==> config.mk <==
export PLATFORM = sky130hd
export DESIGN_NAME = ex_muldiv_unit
export DESIGN_NICKNAME = d
export VERILOG_FILES = /design/src/rtl/ex_muldiv_unit.sv
export SDC_FILE = /design/constraint.sdc
export NUM_CORES = 1
export LEC_CHECK = 0
export ABC_AREA = 1
export CAP_MARGIN = 25
export CORE_UTILIZATION = 50
export DETAILED_ROUTE_END_ITERATION = 10
export PLACE_DENSITY = 0.81
export SLEW_MARGIN = 40
export SYNTH_ARGS = -nofsm -noshare
export SYNTH_HDL_FRONTEND = slang
export SYNTH_SLANG_ARGS = --single-unit
==> constraint.sdc <==
create_clock -name clk -period 2.7 [get_ports clk]
set_input_delay 0.27 -clock clk [delete_from_list [all_inputs] [get_ports clk]]
set_output_delay 0.27 -clock clk [all_outputs]
set_load 0.01 [all_outputs]
==> src/rtl/ex_muldiv_unit.sv <==
// Iterative radix-2 RV32M multiply/divide: 34-cycle latency, 1 cycle for divide-by-zero/overflow.
// Result is held in RESP until Res_Ack; Busy stalls EX from the request cycle until the ack cycle.
module ex_muldiv_unit #(
    parameter int WIDTH = 32
) (
    input  logic             clk,
    input  logic             rst,
    input  logic             Req_Valid,
    input  logic [2:0]       Req_Funct3,
    input  logic [WIDTH-1:0] Req_A,
    input  logic [WIDTH-1:0] Req_B,
    input  logic             Flush,
    input  logic             Res_Ack,
    output logic             Req_Ready,
    output logic             Busy,
    output logic             Res_Valid,
    output logic [WIDTH-1:0] Res_Data
);
    localparam int CW = $clog2(WIDTH);
    localparam logic [WIDTH-1:0] MIN_NEG = {1'b1, {(WIDTH-1){1'b0}}};
    localparam logic [WIDTH-1:0] ALL_ONE = {WIDTH{1'b1}};

    typedef enum logic [1:0] {IDLE, CALC, FIX, RESP} state_t;

    state_t             state_q, state_nxt;
    logic [2:0]         op_q;
    logic [WIDTH-1:0]   a_q, b_q;
    logic               sa_q, sb_q;
    logic [2*WIDTH-1:0] acc_q;
    logic [CW-1:0]      cnt_q;
    logic [WIDTH-1:0]   res_q;

    // Request decode and special-case detection
    logic             a_signed, b_signed, neg_a, neg_b, is_div;
    logic             div_zero, div_ovf, special, accept;
    logic [WIDTH-1:0] abs_a, abs_b, special_res;

    assign is_div   = Req_Funct3[2];
    assign a_signed = (Req_Funct3 == 3'b000) || (Req_Funct3 == 3'b001) || (Req_Funct3 == 3'b010) ||
                      (Req_Funct3 == 3'b100) || (Req_Funct3 == 3'b110);
    assign b_signed = (Req_Funct3 == 3'b000) || (Req_Funct3 == 3'b001) ||
                      (Req_Funct3 == 3'b100) || (Req_Funct3 == 3'b110);
    assign neg_a    = a_signed && Req_A[WIDTH-1];
    assign neg_b    = b_signed && Req_B[WIDTH-1];
    assign abs_a    = neg_a ? -Req_A : Req_A;
    assign abs_b    = neg_b ? -Req_B : Req_B;
    assign div_zero = is_div && (Req_B == '0);
    assign div_ovf  = is_div && !Req_Funct3[0] && (Req_A == MIN_NEG) && (Req_B == ALL_ONE);
    assign special  = div_zero || div_ovf;
    assign accept   = (state_q == IDLE) && Req_Valid && !Flush;

    always_comb begin
        special_res = '0;
        if (div_zero)
            special_res = Req_Funct3[1] ? Req_A : ALL_ONE;
        else
            special_res = Req_Funct3[1] ? '0 : MIN_NEG;
    end

    // Multiply shifts B right and accumulates into the upper half; divide shifts A left into
    // the partial remainder held in acc_q[hi], quotient bits enter acc_q[lo] from the right.
    logic [WIDTH:0] mul_sum, div_rem, div_diff;
    logic           q_bit;

    assign mul_sum  = {1'b0, acc_q[2*WIDTH-1:WIDTH]} + (b_q[0] ? {1'b0, a_q} : '0);
    assign div_rem  = {acc_q[2*WIDTH-1:WIDTH], a_q[WIDTH-1]};
    assign div_diff = div_rem - {1'b0, b_q};
    assign q_bit    = !div_diff[WIDTH];

    logic [2*WIDTH-1:0] prod;
    logic [WIDTH-1:0]   quot, rem, fix_res;

    assign prod = (sa_q ^ sb_q) ? -acc_q : acc_q;
    assign quot = (sa_q ^ sb_q) ? -acc_q[WIDTH-1:0] : acc_q[WIDTH-1:0];
    assign rem  = sa_q ? -acc_q[2*WIDTH-1:WIDTH] : acc_q[2*WIDTH-1:WIDTH];

    always_comb begin
        fix_res = '0;
        case (op_q)
            3'b000:                 fix_res = prod[WIDTH-1:0];
            3'b001, 3'b010, 3'b011: fix_res = prod[2*WIDTH-1:WIDTH];
            3'b100, 3'b101:         fix_res = quot;
            default:                fix_res = rem;
        endcase
    end

    always_ff @(posedge clk) begin
        if (rst) state_q <= IDLE;
        else     state_q <= state_nxt;
    end

    always_comb begin
        state_nxt = state_q;
        Busy      = 1'b0;
        case (state_q)
            IDLE: begin
                Busy = Req_Valid;
                if (Req_Valid) state_nxt = special ? RESP : CALC;
            end
            CALC: begin
                Busy = 1'b1;
                if (cnt_q == CW'(WIDTH-1)) state_nxt = FIX;
            end
            FIX: begin
                Busy      = 1'b1;
                state_nxt = RESP;
            end
            RESP: begin
                Busy = !Res_Ack;
                if (Res_Ack) state_nxt = IDLE;
            end
            default: state_nxt = IDLE;
        endcase
        if (Flush) begin
            state_nxt = IDLE;
            Busy      = 1'b0;
        end
    end

    always_ff @(posedge clk) begin
        if (rst) begin
            op_q  <= '0;
            a_q   <= '0;
            b_q   <= '0;
            sa_q  <= 1'b0;
            sb_q  <= 1'b0;
            acc_q <= '0;
            cnt_q <= '0;
            res_q <= '0;
        end else if (accept) begin
            op_q  <= Req_Funct3;
            a_q   <= abs_a;
            b_q   <= abs_b;
            sa_q  <= neg_a;
            sb_q  <= neg_b;
            acc_q <= '0;
            cnt_q <= '0;
            if (special) res_q <= special_res;
        end else if (state_q == CALC && !Flush) begin
            cnt_q <= cnt_q + 1'b1;
            if (op_q[2]) begin
                acc_q <= {(q_bit ? div_diff[WIDTH-1:0] : div_rem[WIDTH-1:0]),
                          acc_q[WIDTH-2:0], q_bit};
                a_q   <= {a_q[WIDTH-2:0], 1'b0};
            end else begin
                acc_q <= {mul_sum, acc_q[WIDTH-1:1]};
                b_q   <= {1'b0, b_q[WIDTH-1:1]};
            end
        end else if (state_q == FIX && !Flush) begin
            res_q <= fix_res;
        end
    end

    assign Req_Ready = (state_q == IDLE);
    assign Res_Valid = (state_q == RESP);
    assign Res_Data  = res_q;
endmodule

======== After elaboration in Yosys (flattened, before gate mapping) ========
Cells that the tools add are included.
storage, ports and cells
  register bits ........................... 172
  bits in latches ......................... 0
  memory bits (writable) .................. 0
  ROM bits ................................ 0
  input bits .............................. 72
  output and inout port bits .............. 35
  memories kept ........................... 0
cells by class
  $add $sub $neg .......................... 8
  multiply operators ...................... 0
  div/mod/pow operators ................... 0
  order comparisons ....................... 0
  equality and inequality tests ........... 21
  shift-type cells ........................ 0
  mux-type cells .......................... 29
  bitwise operators ....................... 1
  reductions and logical operators ........ 37
operators by type and width
  kind                                                                   count
  32-bit two-way mux                                                     19
  64-bit two-way mux                                                     2
  32-bit negator                                                         4
  32-bit one-hot mux with 3 select lines                                 1
  32-bit equality test, second input constant                            2
  64-bit negator                                                         1
  32-bit by 32-bit adder with 33-bit output                              1
  33-bit by 32-bit subtractor with 33-bit output                         1
  32-bit zero test                                                       1
  3-bit equality test, second input constant                             4
  1-bit logical AND                                                      10
  2-bit inequality test, second input constant                           5
  3-bit by 2-bit equality test with 1-bit output, second input constant  3
  2-bit two-way mux                                                      4
  2-bit one-hot mux with 4 select lines                                  1
  2-bit OR reduction                                                     4
  1-bit logical OR                                                       7
  3-bit by 1-bit equality test with 1-bit output, second input constant  2
  3-bit zero test                                                        2
  3-bit AND reduction                                                    2
  2-bit nonzero test                                                     3
  5-bit by 1-bit adder with 5-bit output, second input constant          1
  5-bit equality test, second input constant                             1
  2-bit equality test, second input constant                             2
  9 further kinds                                                        13

======== Longest topological paths before layout ========
  depth after elaboration ................. 8
  depth in mapped cells ................... 20
  depth with buffers taken out ............ 19

======== Worst setup path after synthesis ========
Ideal clock, no wire load.
  path type ............................... register -> register
  from .................................... register a_q[31]
  to ...................................... register acc_q[41]
  setup time .............................. 0.122 ns
  data arrival time ....................... 2.193 ns
  slack ................................... 0.385 ns
  stages on the path, launching flop included .. 20
  period minus slack after synthesis ...... 2.315 ns
  cells stage by stage .................... dfxtp_1 > inv_1 > ha_1 > fa_1 > inv_1 > nand3_1 > nand2_1 > nand2_1 > nand2_2 > nand2_2 > nand2_2 > nand2_2 > nand2_2 > nand2_2 > nand2_2 > buf_6 > buf_6 > nand2_2 > nand3_2 > a21oi_2
between the ends
  word-level cells in the longest chain between the ends .. 3
ends and longest elaborated chain
  item                                            line  text
  start, declared                                 27    logic [WIDTH-1:0] a_q, b_q;
  start signal, assigned                          132   a_q <= abs_a;
  start signal, assigned                          144   a_q <= {a_q[WIDTH-2:0], 1'b0};
  33-bit by 32-bit subtractor with 33-bit output  67    assign div_diff = div_rem - {1'b0, b_q};
  32-bit two-way mux                              142   acc_q <= {(q_bit ? div_diff[WIDTH-1:0] : div_rem[WIDTH-1:0]),
  64-bit two-way mux                              141   if (op_q[2]) begin
  end signal, assigned                            142
  end signal, assigned                            146   acc_q <= {mul_sum, acc_q[WIDTH-1:1]};
  end, declared                                   29    logic [2*WIDTH-1:0] acc_q;
Every way passes these cells.
A chain may end at the register's enable or synchronous reset.

======== Final worst setup path ========
  from .................................... register acc_q[6]
  to ...................................... register res_q[27] (netlist: Res_Data[27])
between the ends
  word-level cells in the longest chain between the ends .. 6
ends and longest elaborated chain
  item                                                      line    text
  64-bit negator or 32-bit negator (tied branches)          73, 74
  64-bit two-way mux or 32-bit two-way mux (tied branches)  73, 74
  32-bit one-hot mux with 3 select lines (*)                79      case (op_q)
  32-bit two-way mux (*)                                    149     end else if (state_q == FIX && !Flush) begin
  32-bit two-way mux (*)                                    139     end else if (state_q == CALC && !Flush) begin
  32-bit two-way mux (*)                                    130     end else if (accept) begin
  end signal, assigned                                      138     if (special) res_q <= special_res;
  end signal, assigned                                      150     res_q <= fix_res;
  end, declared                                             31      logic [WIDTH-1:0] res_q;
Every way passes the cells marked *; elsewhere a longest branch is shown, timed or not. The select of a mux whose other input is x is not followed.

==> impl_metrics.env <==
export IMPL_ff_latch_area_sq_mm=0.00345
export IMPL_p_leak_nw=10.3
export IMPL_required_ns=3.05
export IMPL_power_mw=9.11
export IMPL_fin_worst_skew_ns=0.0161
export IMPL_fp_dieArea_sq_mm=0.0369
export IMPL_die_h_um=192
export IMPL_critPathCaptureType="flip-flop"
export IMPL_rsz0062_at_grt="yes"
export IMPL_clkLatencyLatePin_ns=0.46
export IMPL_vias=22400
export IMPL_clk_pin_slew_ns=0.08
export IMPL_path_class="reg2reg"
export IMPL_ant_nets=0
export IMPL_layout_drive_gt1_share=0.0872
export IMPL_cts_max_level=4
export IMPL_crit_fanout=7
export IMPL_cts_sinks=172
export IMPL_syn_area_sq_mm=0.0181
export IMPL_drc=0
export IMPL_hp_class="in2reg"
export IMPL_wirelength_um=73900
export IMPL_cts_buffer_depth=2
export IMPL_fin_nets=3532
export IMPL_wl_per_cell_um=19.2
export IMPL_die_w_um=192
export IMPL_yosys_cell_types_count=49
export IMPL_synthTopCellsByCount="nand2_1 (1020), inv_1 (354), nor2_1 (345), a21oi_1 (265), nand3_1 (244)"
export IMPL_swShare=0.423
export IMPL_async_reset_ff_frac=0
export IMPL_cts_buffers=17
export IMPL_fmax_mhz=392
export IMPL_rows=69
export IMPL_worst_pin_slew_ns=0.798
export IMPL_dp_worst_setup_slack_ns=0.125
export IMPL_portBuffers=106
export IMPL_p_sw_mw=3.85
export IMPL_area_delta_synth_final_pct=15.5
export IMPL_ys_seq_area_frac=0.190
export IMPL_dp_cells=3818
export IMPL_synth_seq_cells=172
export IMPL_start_kind="flip-flop"
export IMPL_nFillCells=3613
export IMPL_syn_nets=3393
export IMPL_grt_pass1_vias=19500
export IMPL_utilization=0.587
export IMPL_period_share=0.944
export IMPL_core_sq_mm=0.0356
export IMPL_pwr_share_clk=0.283
export IMPL_ys_flop_type="dfxtp_1"
export IMPL_intPower_mw=5.25
export IMPL_cts_root_buf="clkbuf_16"
export IMPL_cts_hold_buf=0
export IMPL_maxSlewViolCount=0
export IMPL_firstDrtPassIters=8
export IMPL_seq_power_share=0.305
export IMPL_grt_remaining_overflow=0
export IMPL_grt_antenna_before_repair=0
export IMPL_grt_pass1_wl_um=112000
export IMPL_viasPerCell=5.80
export IMPL_ys_warn_count=0
export IMPL_relSlewSlack=0.468
export IMPL_finalHoldViolations=0
export IMPL_place_gp_congestion=1.08
export IMPL_place_hpwl_um=58900
export IMPL_ir_drop_v=0.000485
export IMPL_avgSynthCellArea_sq_um=5.58
export IMPL_grt_usage=0.398
export IMPL_status="finished, final reports clean"
export IMPL_io_pins=107
export IMPL_synth_top_cell_area_share=0.212
export IMPL_start_util=0.508
export IMPL_power_frac_comb=0.412
export IMPL_synth_edf_count=0
export IMPL_yosysTopAreaCell="nand2_1"
export IMPL_yosysMostFrequentCell="nand2_1"
export IMPL_finalNonFillerCells=3856
export IMPL_cap_violations=0
export IMPL_setup_ws_ns=0.150
export IMPL_antenna_cells=0
export IMPL_cts_tree="yes"
export IMPL_powerDensity_mw_per_mm2=436
export IMPL_multi_input_area_sq_mm=0.0127
export IMPL_setup_violations=0
export IMPL_grt_max_degree=72
export IMPL_cp_arrival_ns=2.90
export IMPL_drt_iter0_drc=2992
export IMPL_ys_top_cells_by_area="nand2_1 (21%), dfxtp_1 (19%), inv_1 (7.3%)"
export IMPL_syn_inst=3243
export IMPL_period_needed_ns=2.55
-- power groups by stage --
stage          Sequential, mW  Clock [mW]  Combinational [mW]
3_3_place_gp             2.83           0                3.55
6_report                 2.78        2.58                3.75
5_1_grt                  2.79        2.65                4.06
3_5_place_dp             2.83           0                3.55
4_1_cts                  2.77        2.56                3.57
2_1_floorplan            2.81           0                2.31
-- cell type report --
class                           count  share of cell area
Clock buffer                       21              0.0216
Multi-Input combinational cell   2580               0.610
Clock inverter                     11             0.00605
Timing Repair Buffer              238               0.103
Tap cell                          461              0.0276
Sequential cell                   172               0.165
Inverter                          373              0.0670
-- worst max-delay path, cell delays in order (launching register included) --
cell and delay (ns):
dfxtp_1 0.38, nor2_1 0.17, nand2_1 0.08, nor2_2 0.21, nand2_1 0.24, nor2_1 0.19, inv_1 0.09, o21ai_2 0.26
nand2_1 0.10, nand3_1 0.11, nand3_1 0.28, nand2_1 0.22, a21oi_1 0.09
-- through the flow --
| step | hold WS [ns] | instance area [sq um] | TNS (ns) |
|---|---|---|---|
| finish | 0.283 | 20900 | 0 |
| global route | 0.294 | 20900 | -0.0254 |
| CTS | 0.258 | 20800 | 0 |
| detailed placement | 0.455 | 20200 | 0 |
| global placement | 0.452 | 20200 | 0 |
| floorplan | 0.426 | 18100 | 0 |
-- registers in the layout, summed over array words and instances, names as in the netlist --
| register | cells |
|---|---|
| op_q | 3 |
| Res_Data | 32 |
| sb_q | 1 |
| a_q | 32 |
| cnt_q | 5 |
| sa_q | 1 |
| b_q | 32 |
| state_q | 2 |
| acc_q | 64 |
-- worst paths after layout --
check | start | to | slack, ns | cells after the start
setup reg to reg | acc_q[6] | Res_Data[27] | 0.15 | 12
hold / removal | rst | acc_q[32] | 0.28 | 4
hold reg to reg | b_q[18] | b_q[18] | 0.47 | 2
setup / recovery | acc_q[6] | Res_Data[27] | 0.15 | 12
-- layout by cell type (no fill, tap or decap), types with 45 or more instances in the layout --
master | synthesis | final
o21ai_0 | 240 | 240
nand3_1 | 244 | 243
dfxtp_1 | 172 | 170
buf_4 | 3 | 123
clkdlybuf4s50_1 | 0 | 105
nand2_1 | 1020 | 1016
inv_1 | 354 | 352
ha_1 | 76 | 76
a21oi_1 | 265 | 265
nor2_1 | 345 | 339
xor2_1 | 71 | 71
nor3_1 | 45 | 45
-- logic make-up after synthesis --
family	Yosys count	share of synthesized area
xor+xnor	85	0.0412
fa+ha+maj	78	0.0548
simple gates	1791	0.417
buf+inv	491	0.108
compound gates	626	0.189
flops	172	0.190
-- per-layer routing --
| metal | global-route usage | share of wire |
|---|---|---|
| met2 | 0.576 | 0.40 |
| met4 | 0.183 | 0.054 |
| met5 | 0 | 0 |
| met1 | 0.553 | 0.42 |
| met3 | 0.0937 | 0.12 |
-- repair_timing --
| action | in CTS | in global routing |
|---|---|---|
| setup endpoints to repair | 0 | 33 |
| gates resized for setup | 0 | 16 |
| buffers inserted | 0 | 6 |
Power figures use the tool's default switching activity.
